==> src/rtl/cmd_arbiter.sv <==
`default_nettype none
// ============================================================================
// Module   : cmd_arbiter
// Purpose  : Two-requester round-robin arbiter for the FIR command FIFO write
//            port; keeps a write header and its data nibble together.
// Revision : 1.0 - initial release
// ============================================================================
module cmd_arbiter #(
    parameter int CNT_W = 8
) (
    input  logic             clk,
    input  logic             rst,
    input  logic             req0_valid,
    input  logic [3:0]       req0_data,
    output logic             req0_ready,
    input  logic             req1_valid,
    input  logic [3:0]       req1_data,
    output logic             req1_ready,
    input  logic             full,
    output logic             wr_en,
    output logic [3:0]       wr_data,
    output logic [1:0]       grant,
    output logic             busy,
    output logic [CNT_W-1:0] pkt_cnt0,
    output logic [CNT_W-1:0] pkt_cnt1
);

    localparam logic [1:0]       C_OP_WRITE = 2'b01;
    localparam logic [CNT_W-1:0] C_CNT_ONE  = {{(CNT_W-1){1'b0}}, 1'b1};

    typedef enum logic [0:0] {
        ST_IDLE = 1'b0,
        ST_HOLD = 1'b1
    } state_t;

    state_t           r_state;
    state_t           w_state_nxt;
    logic             r_owner;
    logic             r_prio;
    logic [CNT_W-1:0] r_cnt0;
    logic [CNT_W-1:0] r_cnt1;

    logic [1:0]       w_valid;
    logic             w_winner;
    logic [1:0]       w_grant;
    logic             w_fire;
    logic [3:0]       w_sel_data;
    logic             w_complete;
    logic             w_take_owner;

    assign w_valid = {req1_valid, req0_valid};

    always_comb begin
        w_winner     = 1'b0;
        w_grant      = 2'b00;
        w_state_nxt  = r_state;
        w_complete   = 1'b0;
        w_take_owner = 1'b0;

        case (r_state)
            ST_IDLE: begin
                if (req0_valid && req1_valid) begin
                    w_winner = r_prio;
                end else begin
                    w_winner = req1_valid;
                end
                if (|w_valid) begin
                    w_grant = {w_winner, ~w_winner};
                end
            end
            ST_HOLD: begin
                w_winner = r_owner;
                w_grant  = {r_owner, ~r_owner};
            end
            default: begin
                w_winner = 1'b0;
                w_grant  = 2'b00;
            end
        endcase

        w_fire     = (|(w_grant & w_valid)) & ~full;
        w_sel_data = w_winner ? req1_data : req0_data;

        // The data beat in HOLD is payload only and is never opcode-decoded.
        case (r_state)
            ST_IDLE: begin
                if (w_fire) begin
                    if (w_sel_data[3:2] == C_OP_WRITE) begin
                        w_state_nxt  = ST_HOLD;
                        w_take_owner = 1'b1;
                    end else begin
                        w_complete = 1'b1;
                    end
                end
            end
            ST_HOLD: begin
                if (w_fire) begin
                    w_state_nxt = ST_IDLE;
                    w_complete  = 1'b1;
                end
            end
            default: begin
                w_state_nxt = ST_IDLE;
            end
        endcase
    end

    always_ff @(posedge clk or posedge rst) begin
        if (rst) begin
            r_state <= ST_IDLE;
            r_owner <= 1'b0;
            r_prio  <= 1'b0;
            r_cnt0  <= '0;
            r_cnt1  <= '0;
        end else begin
            r_state <= w_state_nxt;
            if (w_take_owner) begin
                r_owner <= w_winner;
            end
            if (w_complete) begin
                r_prio <= ~w_winner;
                if (w_winner) begin
                    r_cnt1 <= r_cnt1 + C_CNT_ONE;
                end else begin
                    r_cnt0 <= r_cnt0 + C_CNT_ONE;
                end
            end
        end
    end

    assign grant      = w_grant;
    assign req0_ready = ~full & w_grant[0];
    assign req1_ready = ~full & w_grant[1];
    assign wr_en      = w_fire;
    assign wr_data    = w_fire ? w_sel_data : 4'b0000;
    assign busy       = (r_state == ST_HOLD);
    assign pkt_cnt0   = r_cnt0;
    assign pkt_cnt1   = r_cnt1;

endmodule
`default_nettype wire
==> config.mk <==
export PLATFORM = sky130hd
export DESIGN_NAME = cmd_arbiter
export DESIGN_NICKNAME = d
export VERILOG_FILES = /design/src/rtl/cmd_arbiter.sv
export SDC_FILE = /design/constraint.sdc
export NUM_CORES = 1
export LEC_CHECK = 0
export BUFFER_PORTS_ARGS = -buffer_cell sky130_fd_sc_hd__buf_2
export CAP_MARGIN = 20
export CORE_MARGIN = 3
export CORE_UTILIZATION = 45
export DETAILED_ROUTE_END_ITERATION = 10
export GPL_ROUTABILITY_DRIVEN = 0
export HOLD_SLACK_MARGIN = 0.15
export PLACE_DENSITY = 0.73
export SYNTH_ARGS = -nofsm -noshare
export SYNTH_HDL_FRONTEND = slang
export SYNTH_SLANG_ARGS = --single-unit
export TNS_END_PERCENT = 1
==> constraint.sdc <==
create_clock -name clk -period 4.2 [get_ports clk]
set_input_delay 0.84 -clock clk [delete_from_list [all_inputs] [get_ports clk]]
set_output_delay 0.84 -clock clk [all_outputs]
set_load 0.03 [all_outputs]
=== After elaboration in Yosys (flattened, before gate mapping) ===
Index checks and enable logic that the tools add are counted.
Widths: inputs -> output; s select.

* Flip-flop bits (word level): 19
* Bits of input ports: 13
* Output and inout bits: 26
* Logic and storage cells: 38

* $add $sub $neg: 2
* Equal/unequal tests: 1
* Mux-type cells: 16
* Bitwise gates (word level): 9
* Reductions and logical operators: 5

{| class="wikitable"
|+ Operators by type and width
! cell !! number
|-
| $add 8x1->8 const B || 2
|-
| $mux 1 || 9
|-
| $mux 4 || 2
|-
| $pmux 1 s2 || 3
|-
| $not 1->1 || 5
|-
| $pmux 2 s2 || 1
|-
| $reduce_and 2->1 || 2
|-
| $reduce_or 2->1 || 2
|-
| $and 1x1->1 || 3
|-
| $and 2x2->2 || 1
|-
| $eq 2x1->1 const B || 1
|-
| $mux 2 || 1
|-
| $logic_and 1x1->1 || 1
|}

=== Longest topological paths before layout ===
Gate-level depths: netlist of run 1.

* Word-level depth: 12
* Gate-level depth with buffers: 8
* Gate-level depth less buffers: 5

=== Worst setup path before layout of run 1 ===
No wires, ideal clock.

* Path type: input to output
* Start: input req0_valid
* End: output wr_data[0]
* Arrival time: 2239 ps
* Data required time: 3360 ps
* Slack: 1121 ps
* Stages on the path: 7
* Buffers on the path: 2
* Path through: nor2b_1 -> o21a_1 -> buf_2 -> inv_2 -> buf_2 -> nand2_1 -> a21oi_1

* Elaborated cells on any way between the ends: 13
* Those cells by class: mux (7); bitwise (3); reduce/logical (3)

{| class="wikitable"
|+ RTL lines
! item !! line !! text
|-
| from (decl) || 13 || <nowiki>input logic req0_valid,</nowiki>
|-
| $logic_and 1x1->1 || 62 || <nowiki>if (req0_valid && req1_valid) begin</nowiki>
|-
| $mux 1 || 62 ||
|-
| $mux 1 || 60 || <nowiki>case (r_state)</nowiki>
|-
| $mux 2 (*) || 67 || <nowiki>if (|w_valid) begin</nowiki>
|-
| $pmux 2 s2 (*) || 60 ||
|-
| named net grant[1] || 22 || <nowiki>output logic [1:0] grant,</nowiki>
|-
| $and 2x2->2 (*) || 81 || <nowiki>w_fire = (|(w_grant & w_valid)) & ~full;</nowiki>
|-
| $reduce_or 2->1 (*) || 81 ||
|-
| $and 1x1->1 (*) || 81 ||
|-
| $mux 4 (*) || 135 || <nowiki>assign wr_data = w_fire ? w_sel_data : 4'b0000;</nowiki>
|-
| to (decl) || 21 || <nowiki>output logic [3:0] wr_data,</nowiki>
|}

The timed path passes the listed nets; every way through them passes the cells marked *. The select of a mux whose other input is x is not followed.

=== Worst setup path in the final report of run 1 ===
* Start: input req0_valid
* End: output wr_data[3]

* Word-level cells in the longest chain between the ends: 10
* Elaborated cells on any way between the ends: 13
* Those cells by class: mux (7); bitwise (3); reduce/logical (3)

{| class="wikitable"
|+ Ends and longest elaborated chain
! item !! line !! text
|-
| $logic_and 1x1->1 || 62 ||
|-
| $mux 1 || 62 ||
|-
| $mux 1 || 60 ||
|-
| $not 1->1 || 68 || <nowiki>w_grant = {w_winner, ~w_winner};</nowiki>
|-
| $mux 2 || 67 ||
|-
| $pmux 2 s2 || 60 ||
|-
| $and 2x2->2 || 81 ||
|-
| $reduce_or 2->1 || 81 ||
|-
| $and 1x1->1 || 81 ||
|-
| $mux 4 (*) || 135 ||
|}

Every way passes the cells marked *; elsewhere a longest branch is shown, timed or not. The select of a mux whose other input is x is not followed.

==> results.sh, run 1 <==
export IMPL_pwr_share_seq=0.362
export IMPL_p_clk_frac=0.109
export IMPL_cts_root_buf="clkbuf_4"
export IMPL_clk_latency_ns=0.30
export IMPL_grt_overflow=0
export IMPL_setup_viol=0
export IMPL_hpwl_mm=1.82
export IMPL_comb_power_share=0.529
export IMPL_grt_usage=0.161
export IMPL_antenna_found_initial=0
export IMPL_p_switching_mw=0.448
export IMPL_peakVddDrop_v=0.000360
export IMPL_chipHeight_um=56.6
export IMPL_r2r_slack_ns=1.91
export IMPL_crit_path_start="req0_valid"
export IMPL_grt_setup_unrepaired="false"
export IMPL_placementRows=17
export IMPL_drt_total_wl_mm=2.37
export IMPL_areaGrowthSynthToFinish_pct=18.8
export IMPL_seqCellArea_um2=475
export IMPL_drc=0
export IMPL_htreeDepth=1
export IMPL_internal_power_mw=0.433
export IMPL_cp_required_ns=3.36
export IMPL_maxSlewViolCount=0
export IMPL_firstDrtPassIters=4
export IMPL_syn_nets=127
export IMPL_grt_pass1_vias=889
export IMPL_cp_max_fo=17
export IMPL_crit_arrival_ns=2.39
export IMPL_switching_share=0.509
export IMPL_leakage_nw=0.665
export IMPL_initial_utilization=0.496
export IMPL_io_buffer_count=38
export IMPL_fin_skew_ns=0.00661
export IMPL_worstMarginPinSlew_ns=0.734
export IMPL_dp_cells=173
export IMPL_worstReg2RegStart="busy$_DFF_PP0_"
export IMPL_multi_input_area_um2=616
export IMPL_worstSetupEndpoint="wr_data[3]"
export IMPL_r2r_end="pkt_cnt0[1]$_DFFE_PP0P_"
export IMPL_crit_type="in -> out"
export IMPL_syn_area_um2=1150
export IMPL_die_w_um=56.6
export IMPL_wl_per_cell_um=13.4
export IMPL_die_area_um2=3200
export IMPL_crit_path_end_kind="primary output"
export IMPL_setup_tns_ns=0
export IMPL_cts_buffers=3
export IMPL_synth_distinct_cells=35
export IMPL_status="finished clean"
export IMPL_critPathLaunchType="input pin"
export IMPL_cts_resized=0
export IMPL_fillers=217
export IMPL_cts_tree="done"
export IMPL_cts_path_max_buffers=2
export IMPL_vias_per_cell=5.33
export IMPL_synth_seq_cells=19
export IMPL_min_period_ns=3.23
export IMPL_ys_warn_count=0
export IMPL_cts_clk_slew_worst_paths_ns=0.11
export IMPL_drt_iter0_drc=23
export IMPL_syn_inst=112
export IMPL_pin_count=39
export IMPL_instances_no_fill=177
export IMPL_syn_area_per_cell_um2=10.3
export IMPL_slew_limit_headroom=0.510
export IMPL_ctsHoldBuffers=0
export IMPL_nNetsFinal=165
export IMPL_drv_cap=0
export IMPL_power_density_nw_per_um2=645
export IMPL_core_area_um2=2320
export IMPL_grt_max_degree=20
export IMPL_drive_gt1_frac=0.349
export IMPL_fin_util=0.589
export IMPL_grt_pass1_wl_mm=4.15
export IMPL_cts_sinks=19
export IMPL_min_path_type="reg -> reg"
export IMPL_ant_nets=0
export IMPL_cts_setup_buffers=0
export IMPL_diodes=0
export IMPL_worstRegToRegCells=5
export IMPL_timing_hold_violations_final=0
export IMPL_via_count=943
export IMPL_ys_seq_area_frac=0.413
export IMPL_fin_crit_sh=0.769
export IMPL_max_freq_mhz=310
[metal layers]
metal  vias up  wire [um]  share of wire  track usage
li1        462          -              -            -
met1       453       1070           0.45        0.213
met2        26       1150           0.49        0.264
met3         2        131          0.055       0.0299
met4         0         18         0.0076       0.0508
met5         -          0              0            0
[worst min path at each step]
stage                             from                       to  slack (ns)  depth (start not counted)
3_3_place_gp   pkt_cnt1[7]$_DFFE_PP0P_  pkt_cnt1[7]$_DFFE_PP0P_        0.45                          1
3_5_place_dp   pkt_cnt1[7]$_DFFE_PP0P_  pkt_cnt1[7]$_DFFE_PP0P_        0.46                          1
2_1_floorplan       r_prio$_DFFE_PP0P_       r_prio$_DFFE_PP0P_        0.48                          2
4_1_cts        pkt_cnt1[7]$_DFFE_PP0P_  pkt_cnt1[7]$_DFFE_PP0P_        0.48                          1
6_report       pkt_cnt1[7]$_DFFE_PP0P_  pkt_cnt1[7]$_DFFE_PP0P_        0.47                          1
5_1_grt        pkt_cnt1[7]$_DFFE_PP0P_  pkt_cnt1[7]$_DFFE_PP0P_        0.51                          1
[registers in the layout, indices dropped and copies added, names as in the netlist]
name      count
busy          1
pkt_cnt0      8
pkt_cnt1      8
r_owner       1
r_prio        1
[critical path: stages]
cell     delay (ns)
buf_2          0.12
nor2b_1        0.19
o21a_1         0.59
inv_2          0.26
nand2_1        0.13
a21oi_1        0.07
buf_2          0.20
[metrics by stage]
stage | power (mW) | setup WS (ns) | instance area [um2] | hold slack (ns)
2_1_floorplan | 0.679 | 1.12 | 1150 | 0.485
3_3_place_gp | 0.777 | 1.06 | 1340 | 0.455
3_5_place_dp | 0.792 | 0.987 | 1340 | 0.464
4_1_cts | 0.886 | 0.987 | 1370 | 0.479
5_1_grt | 0.947 | 0.819 | 1370 | 0.509
6_report | 0.881 | 0.972 | 1370 | 0.474
[synth_stat cells (all sizes together)]
| library cell | count | area [um2] |
|---|---|---|
| a21oi | 5 | 25.0 |
| nor3b | 3 | 32.5 |
| a211o | 1 | 8.76 |
| buf | 4 | 32.5 |
| nand2 | 13 | 48.8 |
| a2111oi | 2 | 55.1 |
| and3 | 5 | 31.3 |
| nor2b | 3 | 18.8 |
| o21a | 1 | 7.51 |
| a31oi | 1 | 6.26 |
| nand2b | 1 | 6.26 |
| xor2 | 3 | 26.3 |
| nor4 | 1 | 21.3 |
| o211ai | 1 | 7.51 |
| o21ai | 2 | 10.0 |
| nand3 | 12 | 60.1 |
| xnor2 | 11 | 96.3 |
| nor2 | 4 | 15.0 |
| nand4 | 1 | 6.26 |
| dfrtp | 19 | 475 |
| clkbuf | 1 | 3.75 |
| nor3 | 3 | 37.5 |
| mux2 | 2 | 22.5 |
| a21bo | 1 | 16.3 |
| nand3b | 1 | 7.51 |
| o221ai | 1 | 8.76 |
| a41oi | 1 | 8.76 |
| inv | 6 | 22.5 |
| ha | 2 | 25.0 |
| and2 | 1 | 6.26 |
[cells by family (layout without fill, tap and decap cells)]
group,Yosys count,after routing,synth area share
xor+xnor,14,14,0.107
fa+ha+maj,2,2,0.0218
compound gates,16,16,0.134
simple gates,48,48,0.254
flops,19,19,0.413
buf+inv,11,48,0.0511
mux,2,2,0.0196
[power by group through the flow]
stage	Combinational, mW	Clock (mW)	Sequential [mW]
floorplan	0.268	0	0.411
global placement	0.458	0	0.319
detailed placement	0.468	0	0.324
CTS	0.470	0.0968	0.320
global route	0.505	0.110	0.332
finish	0.466	0.0962	0.319
[layout make-up]
class / instances / area share
inverters: 6 / 0.0165
well taps: 28 / 0.0256
clock buffers: 3 / 0.0165
flip-flops and latches: 19 / 0.348
multi-input cells: 82 / 0.451
clock inverters: 1 / 0.00366
repair buffers: 38 / 0.139
[cells in the final DEF (no fill, tap or decap), types with 2 or more instances in the layout]
master / instances
mux2_1: 2
nor3b_2: 2
a2111oi_4: 2
inv_1: 4
xor2_1: 3
buf_2: 38
inv_2: 2
ha_1: 2
clkbuf_4: 3
nor3_4: 2
xnor2_1: 11
dfrtp_1: 19
nand2_1: 13
and3_1: 5
a21oi_1: 5
nor2b_1: 3
nor2_1: 4
nand3_1: 12
Power figures use the tool's default switching activity.
==> run 2, diff against run 1 <==
- clock period: 4.2 -> 3.2 ns (I/O delays scaled with it)
==> run 2 against run 1 <==
- die area did not move
- largest cell class unchanged
- first-iteration DRC count fell by 26%
- sequential power rose by 32%
- critical path type is now reg -> out
- power rose by 32%
- critical endpoint is now wr_en
- worst hold slack got worse by 0.046 ns
- non-clock buffer count rose by 1
- core utilization rose by 0.32 points
- clock skew rose by 0.0026 ns
- cell count rose by 0.56%
==> results.sh, run 2 (synthesis gave the netlist of run 1 again) <==
export IMPL_cts_setup_buffers=0
export IMPL_peakVddDrop_v=0.000531
export IMPL_max_freq_mhz=372
export IMPL_cts_root_buf="clkbuf_4"
export IMPL_io_buffer_count=38
export IMPL_cts_clk_slew_worst_paths_ns=0.11
export IMPL_fin_skew_ns=0.00924
export IMPL_nNetsFinal=166
export IMPL_htreeDepth=1
export IMPL_setup_tns_ns=0
export IMPL_pre_cts_ws_ns=0.643
export IMPL_multi_input_area_um2=616
export IMPL_crit_type="reg -> out"
export IMPL_leakage_nw=0.669
export IMPL_cp_depth=4
export IMPL_most_common_layout_cells="buf_2 (38), dfrtp_1 (19), nand2_1 (13), nand3_1 (12), xnor2_1 (11)"
export IMPL_via_count=953
export IMPL_ant_nets=0
export IMPL_chipHeight_um=56.6
export IMPL_ctsHoldBuffers=0
export IMPL_fillers=198
export IMPL_firstDrtPassIters=4
export IMPL_drc=0
export IMPL_seqCellArea_um2=475
export IMPL_power_density_nw_per_um2=844
export IMPL_layout_setup_ws_ns=0.513
export IMPL_grt_setup_unrepaired="false"
export IMPL_worstRegToRegCells=4
export IMPL_critPathSlowestCell="dfrtp_1"
export IMPL_internal_power_mw=0.574
export IMPL_crit_family="flip-flops"
export IMPL_final_common_cell="buf_2"
export IMPL_p_clk_frac=0.103
export IMPL_wl_per_cell_um=13.0
export IMPL_drt_iter0_drc=17
export IMPL_slowest_delay_ns=0.56
export IMPL_drv_cap=0
export IMPL_grt_overflow=0
export IMPL_drive_gt1_frac=0.353
export IMPL_cts_resized=0
export IMPL_areaGrowthSynthToFinish_pct=19.5
export IMPL_cts_buffers=3
export IMPL_grt_max_degree=20
export IMPL_drt_total_wl_mm=2.31
export IMPL_die_w_um=56.6
export IMPL_grt_pass1_vias=914
export IMPL_cp_max_fo=11
export IMPL_comb_power_share=0.533
export IMPL_slew_limit_headroom=0.532
export IMPL_setup_viol=0
export IMPL_critPathLaunchType="register"
export IMPL_timing_hold_violations_final=0
export IMPL_dp_cells=174
export IMPL_crit_arrival_ns=2.05
export IMPL_clk_latency_ns=0.30
export IMPL_cts_sinks=19
export IMPL_p_total_mw=1.16
export IMPL_pin_count=39
export IMPL_core_area_um2=2320
export IMPL_cts_path_max_buffers=2
export IMPL_hpwl_mm=1.84
export IMPL_cp_cell_sequence="nor3b_2, a211o_1, inv_2, buf_2"
export IMPL_cts_tree="done"
export IMPL_placementRows=17
export IMPL_cp_required_ns=2.56
export IMPL_fin_util=0.593
export IMPL_pwr_share_seq=0.364
export IMPL_p_switching_mw=0.585
export IMPL_instances_no_fill=178
export IMPL_path_buf_inv=2
export IMPL_initial_utilization=0.496
export IMPL_crit_path_end_kind="primary output"
export IMPL_min_period_ns=2.69
export IMPL_diodes=0
export IMPL_worstMarginPinSlew_ns=0.701
export IMPL_fin_crit_sh=0.840
export IMPL_min_path_type="in -> async"
export IMPL_status="finished clean"
export IMPL_grt_usage=0.151
export IMPL_antenna_found_initial=0
export IMPL_grt_pass1_wl_mm=4.00
export IMPL_die_area_um2=3200
export IMPL_vias_per_cell=5.35
export IMPL_maxSlewViolCount=0
export IMPL_switching_share=0.505
## run 2: cell types whose count changed in the layout (fill, tap and decap cells not counted)
cell   change
buf_4      +1
## run 2: routing by layer
layer,vias to the layer above,part of all wire,track usage
met5,-,0,0
met4,0,0.0065,0.0203
met3,2,0.053,0.0253
met2,27,0.49,0.257
met1,455,0.45,0.206
li1,469,-,-
## run 2: worst paths after layout
| path | from | to | slack, ns |
|---|---|---|---|
| min in group clk | pkt_cnt1[7]$_DFFE_PP0P_ | pkt_cnt1[7]$_DFFE_PP0P_ | 0.48 |
| worst max-delay path | busy$_DFF_PP0_ | wr_en | 0.51 |
| worst min register to register | pkt_cnt1[7]$_DFFE_PP0P_ | pkt_cnt1[7]$_DFFE_PP0P_ | 0.48 |
| worst min-delay path | rst | pkt_cnt0[7]$_DFFE_PP0P_ | 0.43 |
| worst max register to register | busy$_DFF_PP0_ | pkt_cnt1[1]$_DFFE_PP0P_ | 1.18 |
| max in group asynchronous | rst | r_prio$_DFFE_PP0P_ | 2.32 |
## run 2: area by class of cell
| cell class | instances | area share |
|---|---|---|
| clock inverter | 1 | 0.00364 |
| clock buffer | 3 | 0.0164 |
| multi-input combinational | 82 | 0.448 |
| timing repair buffer | 39 | 0.144 |
| tap | 28 | 0.0255 |
| inverter | 6 | 0.0164 |
| sequential | 19 | 0.346 |
## run 2: power by group through the flow
stage	Combinational [mW]	Clock (mW)	Sequential, mW
final	0.618	0.119	0.422
after global routing	0.674	0.136	0.437
after CTS	0.626	0.123	0.422
after detailed placement	0.624	0	0.426
after global placement	0.610	0	0.419
after floorplan	0.351	0	0.540
## run 2: metrics by stage
stage          hold WS, ns  instance area, um2
6_report             0.429                1370
5_1_grt              0.485                1370
4_1_cts              0.462                1370
3_5_place_dp         0.461                1350
3_3_place_gp         0.455                1350
2_1_floorplan        0.485                1150
